$ cat config.mk
export PLATFORM = sky130hd
export DESIGN_NAME = psc_trigger_tx
export DESIGN_NICKNAME = d
export VERILOG_FILES = /design/src/rtl/psc_trigger_pkg.sv /design/src/rtl/psc_trigger_crc8.sv /design/src/rtl/psc_trigger_tx.sv
export SDC_FILE = /design/constraint.sdc
export NUM_CORES = 1
export LEC_CHECK = 0
export CAP_MARGIN = 20
export CORE_MARGIN = 1
export CORE_UTILIZATION = 50
export DETAILED_ROUTE_END_ITERATION = 12
export PLACE_DENSITY_LB_ADDON = 0.25
export SETUP_SLACK_MARGIN = 0.02
export SYNTH_ARGS = -nofsm -noshare
export SYNTH_HDL_FRONTEND = slang
export SYNTH_HIERARCHICAL = 1
export SYNTH_SLANG_ARGS = --single-unit
$ cat constraint.sdc
create_clock -name clk -period 3.7 [get_ports clk]
set_clock_uncertainty 0.15 [all_clocks]
set_input_delay 1.11 -clock clk [delete_from_list [all_inputs] [get_ports clk]]
set_output_delay 1.11 -clock clk [all_outputs]
set_load 0.05 [all_outputs]
$ cat src/rtl/psc_trigger_pkg.sv
// Shared definitions for the PSC trigger serialiser.
//   state_e         : frame FSM states (IDLE, LOAD, SHIFT, GAP)
//   CRC_POLY        : CRC-8 polynomial used for the optional trailing byte
//   BITS_PER_BYTE   : start + 8 data + stop
//   GAP_BITS        : idle-high bit periods between frames
//   frame_bytes()   : number of bytes per frame for a given CRC setting
package psc_trigger_pkg;

    typedef enum logic [1:0] {
        StIdle,
        StLoad,
        StShift,
        StGap
    } state_e;

    localparam logic [7:0]  CRC_POLY      = 8'h07;
    localparam int unsigned BITS_PER_BYTE = 10;
    localparam int unsigned GAP_BITS      = 2;

    function automatic int unsigned frame_bytes(input bit crc_en);
        return crc_en ? 32'd4 : 32'd3;
    endfunction

endpackage

$ cat src/rtl/psc_trigger_crc8.sv
// Bytewise CRC-8 update (MSB first, no reflection, no final xor).
//   crc_in  : running CRC before this byte
//   data_in : byte to fold in
//   crc_out : running CRC after this byte
module psc_trigger_crc8
    import psc_trigger_pkg::*;
(
    input  logic [7:0] crc_in,
    input  logic [7:0] data_in,
    output logic [7:0] crc_out
);

    logic [7:0] c;

    always_comb begin
        c = crc_in ^ data_in;
        for (int i = 0; i < 8; i++) begin
            if (c[7]) begin
                c = {c[6:0], 1'b0} ^ CRC_POLY;
            end else begin
                c = {c[6:0], 1'b0};
            end
        end
        crc_out = c;
    end

endmodule

$ cat src/rtl/psc_trigger_tx.sv
// Trigger-to-serial frame transmitter.
// Each rising edge on an evr_trigger channel queues one frame
// {SYNC_BYTE, channel, seq[, crc]} sent as 8N1 bytes on psc_output, each bit
// held CLK_DIV clocks. Channels are served round-robin.
//   clk         : single clock
//   reset       : synchronous, active-low
//   evr_trigger : asynchronous per-channel trigger inputs
//   psc_output  : serial frame line, idle high
//   busy        : high in LOAD, SHIFT and GAP
//   drop_pulse  : one-cycle pulse when an edge hits an already pending channel
// Build option: define PSC_TRIGGER_CRC_EN to append a CRC-8 byte (4-byte frames).
module psc_trigger_tx
    import psc_trigger_pkg::*;
#(
    parameter int unsigned NUM_CH    = 4,
    parameter int unsigned CLK_DIV   = 5,
    parameter logic [7:0]  SYNC_BYTE = 8'hA5
) (
    input  logic              clk,
    input  logic              reset,
    input  logic [NUM_CH-1:0] evr_trigger,
    output logic              psc_output,
    output logic              busy,
    output logic              drop_pulse
);

    localparam int unsigned ChW  = (NUM_CH > 1) ? $clog2(NUM_CH) : 1;
    localparam int unsigned DivW = $clog2(CLK_DIV);
`ifdef PSC_TRIGGER_CRC_EN
    localparam bit CrcEn = 1'b1;
`else
    localparam bit CrcEn = 1'b0;
`endif
    localparam int unsigned     NumBytes = frame_bytes(CrcEn);
    localparam logic [DivW-1:0] DivLast  = DivW'(CLK_DIV - 1);
    localparam logic [3:0]      BitLast  = 4'(BITS_PER_BYTE - 1);
    localparam logic [3:0]      GapLast  = 4'(GAP_BITS - 1);
    localparam logic [1:0]      ByteLast = 2'(NumBytes - 1);

    state_e state_q, state_d;

    logic [NUM_CH-1:0] sync1_q, sync1_d, sync2_q, sync2_d, prev_q, prev_d;
    logic [NUM_CH-1:0] edge_q, edge_d, pending_q, pending_d;
    logic [ChW-1:0]    rr_q, rr_d, ch_q, ch_d;
    logic [7:0]        seq_q, seq_d;
    logic [DivW-1:0]   div_q, div_d;
    logic [3:0]        bit_q, bit_d;
    logic [1:0]        byte_q, byte_d;

    logic [NUM_CH-1:0] grant_vec;
    logic [ChW-1:0]    grant_idx;
    logic              found;
    int unsigned       idx;
    logic              div_last;
    logic [7:0]        cur_byte;

`ifdef PSC_TRIGGER_CRC_EN
    logic [7:0] crc_q, crc_d, crc_next;

    psc_trigger_crc8 u_crc8 (
        .crc_in  (crc_q),
        .data_in (cur_byte),
        .crc_out (crc_next)
    );
`endif

    assign div_last = (div_q == DivLast);

    // Round-robin pick, only evaluated while in LOAD.
    always_comb begin
        grant_vec = '0;
        grant_idx = '0;
        found     = 1'b0;
        idx       = 0;
        if (state_q == StLoad) begin
            for (int unsigned k = 0; k < NUM_CH; k++) begin
                idx = (32'(rr_q) + k) % NUM_CH;
                if (!found && pending_q[ChW'(idx)]) begin
                    found               = 1'b1;
                    grant_idx           = ChW'(idx);
                    grant_vec[ChW'(idx)] = 1'b1;
                end
            end
        end
    end

    always_comb begin
        cur_byte = 8'hFF;
        case (byte_q)
            2'd0:    cur_byte = SYNC_BYTE;
            2'd1:    cur_byte = 8'(ch_q);
            2'd2:    cur_byte = seq_q;
`ifdef PSC_TRIGGER_CRC_EN
            2'd3:    cur_byte = crc_q;
`endif
            default: cur_byte = 8'hFF;
        endcase
    end

    // Input conditioning and pending bookkeeping; a same-cycle edge beats the grant clear.
    always_comb begin
        sync1_d   = evr_trigger;
        sync2_d   = sync1_q;
        prev_d    = sync2_q;
        edge_d    = sync2_q & ~prev_q;
        pending_d = (pending_q & ~grant_vec) | edge_q;
        rr_d      = found ? ChW'((32'(grant_idx) + 32'd1) % NUM_CH) : rr_q;
        ch_d      = found ? grant_idx : ch_q;
    end

    // Bit timing, byte sequencing and frame counter.
    always_comb begin
        div_d  = div_q;
        bit_d  = bit_q;
        byte_d = byte_q;
        seq_d  = seq_q;
`ifdef PSC_TRIGGER_CRC_EN
        crc_d  = crc_q;
`endif
        case (state_q)
            StLoad: begin
                div_d  = '0;
                bit_d  = '0;
                byte_d = '0;
`ifdef PSC_TRIGGER_CRC_EN
                crc_d  = '0;
`endif
            end
            StShift: begin
                if (div_last) begin
                    div_d = '0;
                    if (bit_q == BitLast) begin
                        bit_d  = '0;
                        byte_d = byte_q + 2'd1;
                        if (byte_q == ByteLast) begin
                            seq_d = seq_q + 8'd1;
                        end
`ifdef PSC_TRIGGER_CRC_EN
                        else begin
                            crc_d = crc_next;
                        end
`endif
                    end else begin
                        bit_d = bit_q + 4'd1;
                    end
                end else begin
                    div_d = div_q + DivW'(1);
                end
            end
            StGap: begin
                if (div_last) begin
                    div_d = '0;
                    bit_d = bit_q + 4'd1;
                end else begin
                    div_d = div_q + DivW'(1);
                end
            end
            default: ;
        endcase
    end

    always_comb begin
        state_d = state_q;
        case (state_q)
            StIdle:  if (|pending_q) state_d = StLoad;
            StLoad:  state_d = StShift;
            StShift: if (div_last && bit_q == BitLast && byte_q == ByteLast) state_d = StGap;
            StGap:   if (div_last && bit_q == GapLast) state_d = StIdle;
            default: state_d = StIdle;
        endcase
    end

    always_comb begin
        psc_output = 1'b1;
        busy       = (state_q != StIdle);
        drop_pulse = |(edge_q & pending_q & ~grant_vec);
        if (state_q == StShift) begin
            if (bit_q == 4'd0) begin
                psc_output = 1'b0;
            end else if (bit_q != BitLast) begin
                psc_output = cur_byte[3'(bit_q - 4'd1)];
            end
        end
    end

    always_ff @(posedge clk) begin
        if (!reset) begin
            state_q <= StIdle;
        end else begin
            state_q <= state_d;
        end
    end

    always_ff @(posedge clk) begin
        if (!reset) begin
            sync1_q   <= '0;
            sync2_q   <= '0;
            prev_q    <= '0;
            edge_q    <= '0;
            pending_q <= '0;
            rr_q      <= '0;
            ch_q      <= '0;
            seq_q     <= '0;
            div_q     <= '0;
            bit_q     <= '0;
            byte_q    <= '0;
`ifdef PSC_TRIGGER_CRC_EN
            crc_q     <= '0;
`endif
        end else begin
            sync1_q   <= sync1_d;
            sync2_q   <= sync2_d;
            prev_q    <= prev_d;
            edge_q    <= edge_d;
            pending_q <= pending_d;
            rr_q      <= rr_d;
            ch_q      <= ch_d;
            seq_q     <= seq_d;
            div_q     <= div_d;
            bit_q     <= bit_d;
            byte_q    <= byte_d;
`ifdef PSC_TRIGGER_CRC_EN
            crc_q     <= crc_d;
`endif
        end
    end

endmodule

==> After elaboration in Yosys (flattened, before gate mapping) <==
Index checks and enable logic that the tools add are counted.
{ "totals": {"elab_cells": 138, "in_bits": 6, "register_bits": 43, "out_inout_bits": 3} }
{ "op_classes": {"reduce_logical": 27, "eq_ne": 15, "n_bitwise": 10, "n_lt_le_gt_ge": 9, "addsub": 9, "muxes": 56} }
{ "op_table": {"columns": ["op", "n"], "rows": [
  ["$mux W4", 11],
  ["$pmux W8 S3", 1],
  ["$mux W1", 20],
  ["$mux W2", 10],
  ["$and A4 B4 Y4", 4],
  ["$or A4 B4 Y4", 4],
  ["$lt A2 B3 Y1 const B", 4],
  ["$ne A2 B2 Y1 const B", 6],
  ["$pmux W4 S3", 1],
  ["$logic_and A1 B1 Y1", 10],
  ["$reduce_and A3 Y1", 3],
  ["$add A8 B1 Y8 const B", 1],
  ["$bmux W1 S2", 4],
  ["$demux W1 S2", 4],
  ["$ge A2 B1 Y1 const B", 4],
  ["$not A4 Y4", 2],
  ["$pmux W2 S4", 1],
  ["$reduce_or A4 Y1", 2],
  ["$add A2 B1 Y2 const B", 3],
  ["$eq A2 B2 Y1 const B", 3],
  ["$pmux W3 S2", 1],
  ["$reduce_bool A2 Y1", 3],
  ["$add A2 B2 Y2 const B", 2],
  ["$add A4 B1 Y4 const B", 1],
  ["other kinds (17)", 21]
]} }

==> Logic depth before layout (Yosys ltp) <==
Gate-level depths: netlist of run 1.
{ "logic_depth": {"depth_word": 19, "depth_mapped": 9, "depth_no_buf": 7} }

==> Worst setup path before layout of run 1 <==
Ideal clock, no wire load.
{ "synth_timing": {"path_type": "register to output", "from": "register rr_q[0]", "to": "output port drop_pulse", "setup_slack_ns": -0.403, "stages_incl_launch_ff": 10, "path_buffers": 2, "arrival_ns": 2.843, "path_cell_list": "dfxtp_1 buf_4 inv_1 ha_1 mux4_2 buf_6 nand3b_4 a221oi_2 a211oi_1 or4_1"} }
{ "synth_via": {"elab_chain_cells": 19} }
{ "synth_rtl": {"columns": ["element", "line_no", "text"], "rows": [
  ["from (decl)", "psc_trigger_tx.sv:44", "logic [ChW-1:0] rr_q, rr_d, ch_q, ch_d;"],
  ["from (signal assigned)", "psc_trigger_tx.sv:216", "rr_q <= rr_d;"],
  ["parallel branches: the longest is 14 deep, another holds $lt A2 B3 Y1", null, null],
  ["$mux W4 *", "psc_trigger_tx.sv:78", "if (!found && pending_q[ChW'(idx)]) begin"],
  ["$mux W4 *", "psc_trigger_tx.sv:75", "if (state_q == StLoad) begin"],
  ["$not A4 Y4 *", "psc_trigger_tx.sv:176", "drop_pulse = |(edge_q & pending_q & ~grant_vec);"],
  ["$and A4 B4 Y4 *", "psc_trigger_tx.sv:176", null],
  ["$reduce_or A4 Y1 *", "psc_trigger_tx.sv:176", null],
  ["to (decl)", "psc_trigger_tx.sv:24", "output logic drop_pulse"]
]} }
Every way passes the cells marked *. The select of a mux whose other input is x is not followed.

==> Worst setup path after layout of run 1 <==
{ "layout_timing": {"from": "register rr_q[1]", "to": "output port drop_pulse"} }
Same word-level chain as after synthesis.

==> out/metrics.csv, run 1 <==
stage;metric;value;unit
placement;dpl.cell_count;344;
route;drt_iter0_drc;105;
setup_path;crit_end;drop_pulse;
setup_path;worst_ep_required_time;2.44;ns
sta;setup_viol;1;
synthesis;synth_seq_cells;43;
synthesis;seq_area_frac_synth;34.2;%
clocking;cts_hold_buf;0;
floorplanning;die_w;73.0;um
setup_path;critPathCaptureType;output port;
sta;hold_violations;0;
sta;worst_pin_slew;0.669;ns
power;ir_drop;0.285;mV
clocking;cts_max_level;2;
sta;period_minus_slack;3.90;ns
grt;grt_max_degree;20;
placement;portBuffers;8;
grt;overflow;0;
power;power;1.34;mW
floorplanning;core_area;0.00479;sq mm
finish;drive_gt1_share;17.9;%
synthesis;synth_edf_count;0;
route;detail_route.vias_per_cell;5.44;
setup_path;slowest_stage;mux4_2;
route;antenna_left;0;
route;wl_per_cell;13.0;um
synthesis;synth_top_flop_cell;dfxtp_1;
route;dr.pass1.iters;4;
sta;fin_ws;-0.199;ns
setup_path;cp_data_arrival_time;2.64;ns
finish;post-route-util;61.1;%
grt;grt_use_total;20.1;%
setup_path;crit_path_start_kind;flip-flop;
setup_path;cp_num_cells;7;
setup_path;reg2reg_depth;8;
setup_path;crit-reg2reg-launch;rr_q[0];
synthesis;ys_types;51;
power;powerDensity;457;mW/mm^2
setup_path;regToRegEndpoint;rr_q[1];
setup_path;crit_start;rr_q[1];
setup_path;timing.critical_path.buf_inv;3;
route;drc_errors;0;
route;drt_wl_total;4.72;mm
synthesis;async_flop_share;0;%
synthesis;syn_nets;301;
synthesis;syn_area;0.00252;sq mm
grt;grt_pass1_wl;8.31;mm
grt;antenna_found_initial;0;
clocking;clkTransAtPathRegs;0.08;ns
clocking;clkLatencyLatePin;0.30;ns
floorplanning;chipHeight;73.0;um
placement;placed_area;0.00269;sq mm
grt;grt_pass1_vias;1857;
sta;rsz0062_at_grt;true;
synthesis;yosys_warnings;6;
flow_run;maxCapViolCount;0;
finish;diodes;0;
setup_path;max_stage_delay;0.55;ns
placement;routabilityCongestion;0.829;
synthesis;synth_cells;273;
clocking;cts-buffers-inserted;5;
finish;area_growth;16.2;%
power;leakage;1.15;nW
clocking;clockBufferDepth;2;
placement;hpwlAfterDp;3.40;mm
finish;final_nets;323;
floorplanning;ios;9;
status;status;finished, violations left;
floorplanning;start_util;52.6;%
setup_path;crit_chain;buf_12 > mux4_2 > buf_4 > a221oi_2 > a211oi_1 > or4_4 > buf_8;
route;vias;1975;
clocking;tritoncts;yes;
sta;min_period_over_period;105;%
clocking;cts_sinks;43;
setup_path;crit_path_max_fanout;8;
placement;dp_slack;0.00655;ns
hold_path;min_path_type;reg2reg;
sta;slew_headroom;55.0;%
setup_path;r2r_slack;1.25;ns
sta;slew_violations;0;
status;violations;setup timing;
sta;fmax;0.256;GHz
finish;fin_cells;363;
floorplanning;rows;25;
setup_path;path_delay_family;multiplexers;
setup_path;critPathKind;reg2out;
finish;final_area;0.00292;sq mm
floorplanning;dieArea;0.00532;sq mm
clocking;cts_root_buf;clkbuf_8;
synthesis;syn_avg_cell_area;9.22;sq um
hold_path;worstHoldStart;prev_q[2];
cell families (layout without fill, tap and decap cells):
| kind of cell | after synthesis | in the layout | share of synthesized area [%] |
|---|---|---|---|
| multiplexers | 15 | 15 | 8.65 |
| adder cells (fa/ha/maj) | 22 | 22 | 10.9 |
| XOR/XNOR | 12 | 12 | 4.17 |
| AO/OA/AOI/OAI | 54 | 54 | 15.9 |
| flip-flops | 43 | 43 | 34.2 |
| AND/OR/NAND/NOR | 91 | 91 | 19.3 |
| buffers and inverters | 36 | 59 | 6.86 |
synthesized netlist by cell type (2+ instances only):
master	number	share of area (%)
a221oi_2	3	1.8
nand3_1	7	1.4
nor4_1	3	0.75
a21oi_1	16	3.2
buf_6	4	1.8
ha_1	22	11
o21ai_0	2	0.40
a221oi_1	2	0.70
a21o_1	2	0.60
a31oi_1	2	0.50
mux4_2	5	4.5
o21a_1	4	1.2
nand2_1	18	2.7
mux2_2	3	1.3
nor2_1	23	3.4
and2_1	13	3.2
nor3_1	3	0.60
a211oi_1	11	3.3
inv_1	22	3.3
clkbuf_1	5	0.75
dfxtp_1	43	34
xnor2_1	5	1.7
nand3b_1	6	1.8
nand4_1	2	0.50
buf_2	3	0.60
o31ai_1	2	0.60
nor2b_1	6	1.5
xor2_1	7	2.4
and3_1	2	0.50
mux2i_1	6	2.4
cells in the final DEF (no fill, tap or decap), types with 4 or more instances in the layout:
cell type and count:
dfxtp_1 40, xor2_1 7, clkbuf_8 5, clkdlybuf4s50_1 6, a211oi_1 11, nand3b_1 6, buf_4 19, a21oi_1 16
nand2_1 18, xnor2_1 5, ha_1 21, o21a_1 4, nor2_1 23, mux2i_1 6, inv_1 20, and2_1 13
nand3_1 7, mux4_2 5, nor2b_1 6
sequential cells by signal, indices dropped and copies added (netlist names):
register,count
seq_q,8
bit_q,4
edge_q,4
pending_q,4
prev_d,4
prev_q,4
sync1_q,4
div_q,3
byte_q,2
ch_q,2
rr_q,2
state_q,2
final cells by class:
cell class | instances | area [sq um]
well taps | 67 | 83.8
multi-input cells | 194 | 1520
repair buffers | 28 | 249
inverters | 23 | 88.8
clock inverters | 3 | 47.5
clock buffers | 5 | 68.8
flip-flops and latches | 43 | 867
fillers | 415 | 1860
how the worst min path moves through the flow:
| stage | cells past startpoint | endpoint | slack, ns |
|---|---|---|---|
| 2_1_floorplan | 1 | edge_q[0] | 0.22 |
| 3_3_place_gp | 1 | edge_q[2] | 0.22 |
| 3_5_place_dp | 1 | edge_q[0] | 0.23 |
| 4_1_cts | 1 | edge_q[2] | 0.24 |
| 5_1_grt | 1 | edge_q[2] | 0.26 |
| 6_report | 1 | edge_q[2] | 0.24 |
metrics by stage:
stage | setup TNS (ns) | hold slack [ns]
after floorplan | -0.0191 | 0.217
after global placement | 0 | 0.222
after detailed placement | 0 | 0.228
after CTS | -0.177 | 0.242
after global routing | -0.290 | 0.259
final | -0.199 | 0.241
where the power goes:
part	internal, mW	leakage [nW]	total [mW]	switching [mW]
combinational	0.192	0.743	0.448	0.256
clock	0.205	0.0587	0.371	0.166
sequential	0.491	0.351	0.519	0.0274
worst register-to-register path: stages (launching register included):
cell and delay, ns:
dfxtp_4 0.39, inv_4 0.05, ha_4 0.27, mux4_2 0.36, buf_4 0.17, buf_4 0.14
o41ai_1 0.45, a221oi_1 0.09, a211oi_1 0.28
what timing repair did:
action                     CTS  global route
setup endpoints to repair    1             2
gates cloned                 0             0
pin swaps                    4             2
gates resized for setup      5             1
setup buffers               11             0
routing by layer:
| layer | routed length, um | part of all wire, % | GRT usage (%) | vias to the layer above |
|---|---|---|---|---|
| met2 | 2230 | 47 | 33.7 | 25 |
| met4 | 69 | 1.5 | 6.54 | 0 |
| li1 | - | - | - | 1004 |
| met3 | 128 | 2.7 | 3.73 | 7 |
| met1 | 2290 | 48 | 26.2 | 939 |
| met5 | 0 | 0 | 0 | - |
No activity file was read; power rests on OpenSTA's default activity.
==> run 2, diff against run 1 <==
Settings changed: CTS_CLUSTER_SIZE set to 12.
==> results of run 2 <==
Same layout as run 1: the final DEF is identical, and so are final timing and power.
